**src/rtl/sap_control_sequencer_if.sv**
```systemverilog
// Control bundle between the SAP sequencer and the datapath registers.
// The sequencer (master) reads the IR opcode nibble and drives the ring
// position, halt flag and every load/enable pin; the datapath is the slave.
interface sap_control_sequencer_if;
    logic [3:0] opcode;
    logic [5:0] t_state;
    logic       hlt;
    logic       cp;
    logic       ep;
    logic       lm_n;
    logic       ce_n;
    logic       li_n;
    logic       ei_n;
    logic       la_n;
    logic       ea;
    logic       su;
    logic       eu;
    logic       lb_n;
    logic       lo_n;

    modport master (
        input  opcode,
        output t_state, hlt, cp, ep, lm_n, ce_n, li_n, ei_n,
               la_n, ea, su, eu, lb_n, lo_n
    );

    modport slave (
        output opcode,
        input  t_state, hlt, cp, ep, lm_n, ce_n, li_n, ei_n,
               la_n, ea, su, eu, lb_n, lo_n
    );
endinterface

```
**src/rtl/sap_control_sequencer.sv**
```systemverilog
// SAP control sequencer: six-phase ring counter plus a halt state, decoding
// the IR opcode nibble into the per-phase control word for the datapath.
//
//   state | meaning
//   T1    | PC -> bus, MAR load
//   T2    | PC increment
//   T3    | RAM -> bus, IR load
//   T4    | execute phase 1 (HLT leaves the ring here)
//   T5    | execute phase 2
//   T6    | execute phase 3, then back to T1
//   HALT  | stopped, clock gated externally; only clr leaves
module sap_control_sequencer #(
    parameter logic [3:0] OP_LDA = 4'b0000,
    parameter logic [3:0] OP_ADD = 4'b0001,
    parameter logic [3:0] OP_SUB = 4'b0010,
    parameter logic [3:0] OP_OUT = 4'b1110,
    parameter logic [3:0] OP_HLT = 4'b1111
) (
    input  logic                          clk,
    input  logic                          clr,
    sap_control_sequencer_if.master       bus
);

    typedef enum logic [2:0] {
        S_T1   = 3'd0,
        S_T2   = 3'd1,
        S_T3   = 3'd2,
        S_T4   = 3'd3,
        S_T5   = 3'd4,
        S_T6   = 3'd5,
        S_HALT = 3'd6
    } state_t;

    state_t state_q;

    // Ring advance; HLT is the only opcode that diverts sequencing (at T4).
    always_ff @(posedge clk) begin
        if (clr) begin
            state_q <= S_T1;
        end else begin
            case (state_q)
                S_T1:    state_q <= S_T2;
                S_T2:    state_q <= S_T3;
                S_T3:    state_q <= S_T4;
                S_T4:    state_q <= (bus.opcode == OP_HLT) ? S_HALT : S_T5;
                S_T5:    state_q <= S_T6;
                S_T6:    state_q <= S_T1;
                S_HALT:  state_q <= S_HALT;
                default: state_q <= S_T1;
            endcase
        end
    end

    // One-hot ring position and halt flag; clr masks hlt so the clock restarts.
    always_comb begin
        bus.t_state = 6'b000000;
        case (state_q)
            S_T1:    bus.t_state = 6'b000001;
            S_T2:    bus.t_state = 6'b000010;
            S_T3:    bus.t_state = 6'b000100;
            S_T4:    bus.t_state = 6'b001000;
            S_T5:    bus.t_state = 6'b010000;
            S_T6:    bus.t_state = 6'b100000;
            default: bus.t_state = 6'b000000;
        endcase
        bus.hlt = (state_q == S_HALT) && !clr;
    end

    // Control word decode from phase and opcode; everything inactive under clr.
    always_comb begin
        bus.cp   = 1'b0;
        bus.ep   = 1'b0;
        bus.lm_n = 1'b1;
        bus.ce_n = 1'b1;
        bus.li_n = 1'b1;
        bus.ei_n = 1'b1;
        bus.la_n = 1'b1;
        bus.ea   = 1'b0;
        bus.su   = 1'b0;
        bus.eu   = 1'b0;
        bus.lb_n = 1'b1;
        bus.lo_n = 1'b1;
        if (!clr) begin
            case (state_q)
                S_T1: begin
                    bus.ep   = 1'b1;
                    bus.lm_n = 1'b0;
                end
                S_T2: begin
                    bus.cp = 1'b1;
                end
                S_T3: begin
                    bus.ce_n = 1'b0;
                    bus.li_n = 1'b0;
                end
                S_T4: begin
                    if (bus.opcode == OP_LDA || bus.opcode == OP_ADD ||
                        bus.opcode == OP_SUB) begin
                        bus.ei_n = 1'b0;
                        bus.lm_n = 1'b0;
                    end else if (bus.opcode == OP_OUT) begin
                        bus.ea   = 1'b1;
                        bus.lo_n = 1'b0;
                    end
                end
                S_T5: begin
                    if (bus.opcode == OP_LDA) begin
                        bus.ce_n = 1'b0;
                        bus.la_n = 1'b0;
                    end else if (bus.opcode == OP_ADD || bus.opcode == OP_SUB) begin
                        bus.ce_n = 1'b0;
                        bus.lb_n = 1'b0;
                        bus.su   = (bus.opcode == OP_SUB);
                    end
                end
                S_T6: begin
                    if (bus.opcode == OP_ADD || bus.opcode == OP_SUB) begin
                        bus.eu   = 1'b1;
                        bus.la_n = 1'b0;
                        bus.su   = (bus.opcode == OP_SUB);
                    end
                end
                default: begin
                end
            endcase
        end
    end

endmodule
```
**src/flat_wrapper.sv**
```systemverilog
// flat-port wrapper written by rule: the top's interface ports become plain ports
module sap_control_sequencer_flat 
#(
    parameter logic [3:0] OP_LDA = 4'b0000,
    parameter logic [3:0] OP_ADD = 4'b0001,
    parameter logic [3:0] OP_SUB = 4'b0010,
    parameter logic [3:0] OP_OUT = 4'b1110,
    parameter logic [3:0] OP_HLT = 4'b1111
)
  (clk, clr, bus_opcode, bus_t_state, bus_hlt, bus_cp, bus_ep, bus_lm_n, bus_ce_n, bus_li_n, bus_ei_n, bus_la_n, bus_ea, bus_su, bus_eu, bus_lb_n, bus_lo_n);
  sap_control_sequencer_if bus_i ();
  input  logic clk;
  input  logic clr;
  input wire logic [$bits(bus_i.opcode)-1:0] bus_opcode;
  output wire logic [$bits(bus_i.t_state)-1:0] bus_t_state;
  output wire logic [$bits(bus_i.hlt)-1:0] bus_hlt;
  output wire logic [$bits(bus_i.cp)-1:0] bus_cp;
  output wire logic [$bits(bus_i.ep)-1:0] bus_ep;
  output wire logic [$bits(bus_i.lm_n)-1:0] bus_lm_n;
  output wire logic [$bits(bus_i.ce_n)-1:0] bus_ce_n;
  output wire logic [$bits(bus_i.li_n)-1:0] bus_li_n;
  output wire logic [$bits(bus_i.ei_n)-1:0] bus_ei_n;
  output wire logic [$bits(bus_i.la_n)-1:0] bus_la_n;
  output wire logic [$bits(bus_i.ea)-1:0] bus_ea;
  output wire logic [$bits(bus_i.su)-1:0] bus_su;
  output wire logic [$bits(bus_i.eu)-1:0] bus_eu;
  output wire logic [$bits(bus_i.lb_n)-1:0] bus_lb_n;
  output wire logic [$bits(bus_i.lo_n)-1:0] bus_lo_n;
  assign bus_i.opcode = bus_opcode;
  assign bus_t_state = bus_i.t_state;
  assign bus_hlt = bus_i.hlt;
  assign bus_cp = bus_i.cp;
  assign bus_ep = bus_i.ep;
  assign bus_lm_n = bus_i.lm_n;
  assign bus_ce_n = bus_i.ce_n;
  assign bus_li_n = bus_i.li_n;
  assign bus_ei_n = bus_i.ei_n;
  assign bus_la_n = bus_i.la_n;
  assign bus_ea = bus_i.ea;
  assign bus_su = bus_i.su;
  assign bus_eu = bus_i.eu;
  assign bus_lb_n = bus_i.lb_n;
  assign bus_lo_n = bus_i.lo_n;
  sap_control_sequencer #(.OP_LDA(OP_LDA), .OP_ADD(OP_ADD), .OP_SUB(OP_SUB), .OP_OUT(OP_OUT), .OP_HLT(OP_HLT)) u_core (.clk(clk), .clr(clr), .bus(bus_i));
endmodule
```
**config.mk**
```make
export PLATFORM = sky130hd
export DESIGN_NAME = sap_control_sequencer_flat
export DESIGN_NICKNAME = d
export VERILOG_FILES = /design/src/rtl/sap_control_sequencer_if.sv /design/src/rtl/sap_control_sequencer.sv /design/src/flat_wrapper.sv
export SDC_FILE = /design/constraint.sdc
export NUM_CORES = 1
export LEC_CHECK = 0
export CORE_AREA = 5 5 42 44
export DETAILED_ROUTE_END_ITERATION = 7
export DIE_AREA = 0 0 47 49
export GPL_ROUTABILITY_DRIVEN = 0
export HOLD_SLACK_MARGIN = 0.08
export MAX_ROUTING_LAYER = met4
export PLACE_DENSITY = 0.67
export SYNTH_ARGS = -nofsm -noshare
export SYNTH_HDL_FRONTEND = slang
export SYNTH_SLANG_ARGS = --single-unit
```
**constraint.sdc**
```tcl
create_clock -name clk -period 1.55 [get_ports clk]
set_input_delay 0.155 -clock clk [delete_from_list [all_inputs] [get_ports clk]]
set_output_delay 0.155 -clock clk [all_outputs]
set_load 0.05 [all_outputs]
```
* Yosys cells after proc, flatten, opt, wreduce, memory -nomap -nowiden *
Index checks and enable logic that the tools add are counted.

storage, ports and cells
  bits in registers = 3
  output and inout port bits = 19
  logic and storage cells = 57

cells by class
  equality and inequality tests = 10
  multiplexer cells = 39
  reduce and logical (&&, ||, !) cells = 7

operator list
  kind                                                                   count
  6-bit case mux with 6 select lines                                     1
  1-bit 2-to-1 mux                                                       32
  3-bit case mux with 6 select lines                                     1
  3-bit equality test, second input constant                             3
  4-bit equality test, second input constant                             2
  1-bit case mux with 2 select lines                                     4
  3-bit by 2-bit equality test with 1-bit output, second input constant  2
  4-bit by 1-bit equality test with 1-bit output, second input constant  1
  4-bit by 2-bit equality test with 1-bit output, second input constant  1
  4-bit zero test                                                        1
  3-bit by 1-bit equality test with 1-bit output, second input constant  1
  3-bit zero test                                                        1
  1-bit logical OR                                                       3
  2-bit 2-to-1 mux                                                       1
  1-bit logical AND                                                      1
  1-bit zero test                                                        1

* Depth between registers and ports, before layout *
  depth in word-level cells = 6
  mapped depth = 5

* Least setup slack after synthesis *
OpenSTA, ideal clock, no wires.

  path kind = reg2out
  from = register u_core.state_q[1]
  to = output port bus_lm_n
  arrival = 2.729 ns
  slack = -1.334 ns
  stages on the path, launching flop included = 4
  cell sequence = dfxtp_1 buf_2 nor4_1 a21oi_1

on the way
  longest elaborated chain between the ends = 3
  elaborated cells between the ends (all ways) = 4
  classes of those cells = eq/ne (1); mux (2); reduce/logical (1)

RTL lines
  item                                                                               RTL line                     source
  from (decl)                                                                        sap_control_sequencer.sv:34  state_t state_q;
  from (signal assigned)                                                             sap_control_sequencer.sv:45  S_T4: state_q <= (bus.opcode == OP_HLT) ? S_HALT : S_T5;
  3-bit by 2-bit equality test with 1-bit output or 3-bit zero test (tied branches)  sap_control_sequencer.sv:84  case (state_q)
  1-bit case mux with 2 select lines (*)                                             sap_control_sequencer.sv:84
  1-bit 2-to-1 mux (*)                                                               sap_control_sequencer.sv:83  if (!clr) begin
  to (decl)                                                                          flat_wrapper.sv:19           output wire logic [$bits(bus_i.lm_n)-1:0] bus_lm_n;

Mark *: on every way between the ends. The rest lies on a longest branch, timed or not.

* Final worst setup path *
  from = register u_core.state_q[0]
  to = output port bus_ce_n

on the way
  longest elaborated chain between the ends = 3
  elaborated cells between the ends (all ways) = 4
  classes of those cells = eq/ne (2); mux (2)

RTL lines
  item                                                                                   RTL line                     source
  3-bit equality test or 3-bit by 2-bit equality test with 1-bit output (tied branches)  sap_control_sequencer.sv:84
  1-bit case mux with 2 select lines (*)                                                 sap_control_sequencer.sv:84
  1-bit 2-to-1 mux (*)                                                                   sap_control_sequencer.sv:83
  to (decl)                                                                              flat_wrapper.sv:20           output wire logic [$bits(bus_i.ce_n)-1:0] bus_ce_n;

Marked as above.

==> flow_summary_export.csv <==
group,metric,value,unit
outcome,status,"completed",
sta,holdWs,301,ps
setup_path,critical_path.reg2reg.startpoint,"u_core.state_q[2]",
layout,n_antenna_cell,0,
layout,final_nets,97,
synth,synthTopCellsByArea,"dfxtp_1 20%, nor3_1 11%, nand2b_1 8.2%",
setup_path,cp_max_fo,8,
synth,yosys_register_bits,3,
layout,drive_gt1_share,75.6,%
synth,synth_area,307,um^2
floorplanning,rows,14,
layout,mostFrequentLayoutCells,"19 x buf_4, 12 x buf_12, 8 x buf_6",
synth,synth-simple-area-share,50.2,%
route,drtIter0Drc,1,
global_route,grt_first_pass_wirelength,2.25,mm
power,p_sw,214,uW
job,maxCapViolCount,0,
placed_design,place_hpwl,1.10,mm
power,p_seq_share,17.7,%
synth,synth_cells,46,
synth,synthXorXnorAreaFrac,2.86,%
layout,syn_to_final_growth,218,%
global_route,antenna_found_initial,0,
hold_path,hold-path-endpoint,"u_core.state_q[2]",
placed_design,dp.cells,100,
sta,tightest_slew,268,ps
floorplanning,die_y,49,um
layout,reg.largest.list,"u_core.state_q (3)",
layout,final_core_util,69.6,%
route,routedWlPerCell,13.0,um
floorplanning,die_w,47,um
sta,worst_slew_margin_rel,82.1,%
setup_path,worstSetupStartpointType,"register",
sta,final.min_clock_period,1540,ps
route,route.vias.total,505,
sta,finalSetupViolCount,0,
power,power.total,538,uW
layout,regArea,68.8,um^2
floorplanning,boundaryPins,25,
layout,design_area,975,um^2
cts,cts_made_buffers,3,
floorplanning,start_util,21.9,%
setup_path,reg2reg_setup_slack,590,ps
synth,synth_fa_ha_area_share,0,%
sta,finalHoldViolations,0,
cts,clock-sinks,3,
cts,root_buffer,"clkbuf_4",
power,intPower,324,uW
setup_path,worstPathArrival,1380,ps
synth,ys_warn_count,0,
layout,multi_input_area,340,um^2
cts,path_clk_slew,40,ps
hold_path,hp-start,"clr",
hold_path,hold_path.class,"in -> reg",
global_route,first_global_vias,497,
synth,seq_area_frac_synth,19.6,%
floorplanning,core-area,1400,um^2
placed_design,port_buffers,24,
synth,muxShareOfSynthArea,0,%
layout,fillerInstances,107,
synth,ys_types,19,
power,clkPwrFrac,25.4,%
synth,synth_top_family_by_area,"simple AND/OR/NAND/NOR gates",
route,drc,0,
route,via_per_inst,4.76,
power,combPwrFrac,56.9,%
setup_path,r2r_end,"u_core.state_q[1]",
setup_path,crit_required,1390,ps
setup_path,crit_type,"reg -> out",
sta,post-route-period-util,99.3,%
hold_path,holdPathStages,3,
cts,cts_tree,"done",
sta,max_freq,650,MHz
global_route,grt_usage,13.3,%
sta,skew,1.18,ps
synth,synth_compound_area_share,16.3,%
power,power.density,552,nW/um^2
synth,syn_area_per_cell,6.66,um^2
synth,synth_top_area_share,19.6,%
cts,ctsLongestPathBuffers,2,
global_route,grt_overflow,0,
synth,synthesis.nets,52,
power,p_leak,0.000411,uW
placed_design,dpl_cell_area,866,um^2
route,postRouteAntennaNets,0,
layout,largest_register_ffs,3,
layout,layout.cells.non_filler,106,
route,dr.pass1.iters,2,
sta,rsz0062_at_grt,"true",
layout,final_common_cell,"buf_4",
setup_path,reg2regPathDepth,3,
power,peakVddDrop,0.478,mV
setup_path,crit_path_end_kind,"output port",
cts,htreeDepth,1,
route,routed_wl,1.38,mm
floorplanning,dieArea,2300,um^2
cts,insertion_delay,230,ps
layout,largest-register,"u_core.state_q",
global_route,grt_max_degree,9,
sta,slew_violations,0,
synth,synth_top_area_cell,"dfxtp_1",
power,p_sw_share,39.8,%
[metal layers]
layer / wire, um / vias up / GRT usage [%]
met2: 787 / 12 / 20.8
met3: 62 / 0 / 2.21
li1: - / 254 / -
met5: 0 / - / -
met1: 530 / 239 / 16.4
met4: 0 / 0 / 5.53
[synthesized netlist by cell type, drive strengths merged]
cell	count
nand2	2
or3	4
a211oi	2
and3	1
nor4	2
a21oi	4
xor2	1
nand4	1
inv	2
nand2b	4
a21boi	1
nor2	4
buf	4
dfxtp	3
a21o	1
nand3	2
nor3	7
or3b	1
[cell type report]
type                    count  share of cell area [%]
well taps                  16                    2.05
flip-flops and latches      3                    7.06
inverters                   2                    1.03
repair buffers             44                    52.2
multi-input cells          37                    34.9
clock buffers               4                    2.70
[worst max-delay path, cell delays in order (launching register included)]
cell      delay, ps
dfxtp_4         360
nand2b_4        140
or3_4           320
a21boi_2        170
buf_6           160
[power groups by stage]
stage	registers (uW)	logic [uW]	clock network (uW)
floorplan	86.2	155	0
global placement	94.8	287	0
detailed placement	94.9	291	0
CTS	93.0	300	146
global route	96.8	321	152
finish	95.4	306	136
[per-stage QoR]
step                      worst slack [ps]  TNS, ps
after global routing                 -30.4    -61.0
final                                 11.6        0
after floorplan                       -173     -473
after detailed placement              -214    -1310
after CTS                            -12.1    -12.1
after global placement                -197    -1160
[repair_timing]
action,in CTS,in global routing
gates cloned,0,0
resized for setup,21,10
endpoints found under the setup margin,11,10
hold buffers,0,0
setup buffers,1,1
pin swaps,5,4
[logic make-up after synthesis]
kind of cell           count (synthesis)
AO/OA/AOI/OAI                          8
buffers and inverters                  6
AND/OR/NAND/NOR                       28
XOR/XNOR                               1
flip-flops                             3
[how the worst max path moves through the flow]
stage / startpoint / endpoint / slack (ps) / cells past startpoint
after global routing: u_core.state_q[0] / bus_ce_n / -30 / 4
after global placement: bus_opcode[0] / bus_la_n / -200 / 6
final: u_core.state_q[0] / bus_ce_n / 10 / 4
after CTS: u_core.state_q[0] / bus_ce_n / -10 / 4
after detailed placement: bus_opcode[0] / bus_la_n / -210 / 6
after floorplan: u_core.state_q[1] / bus_ce_n / -170 / 4
(Power assumes the default switching activity.)
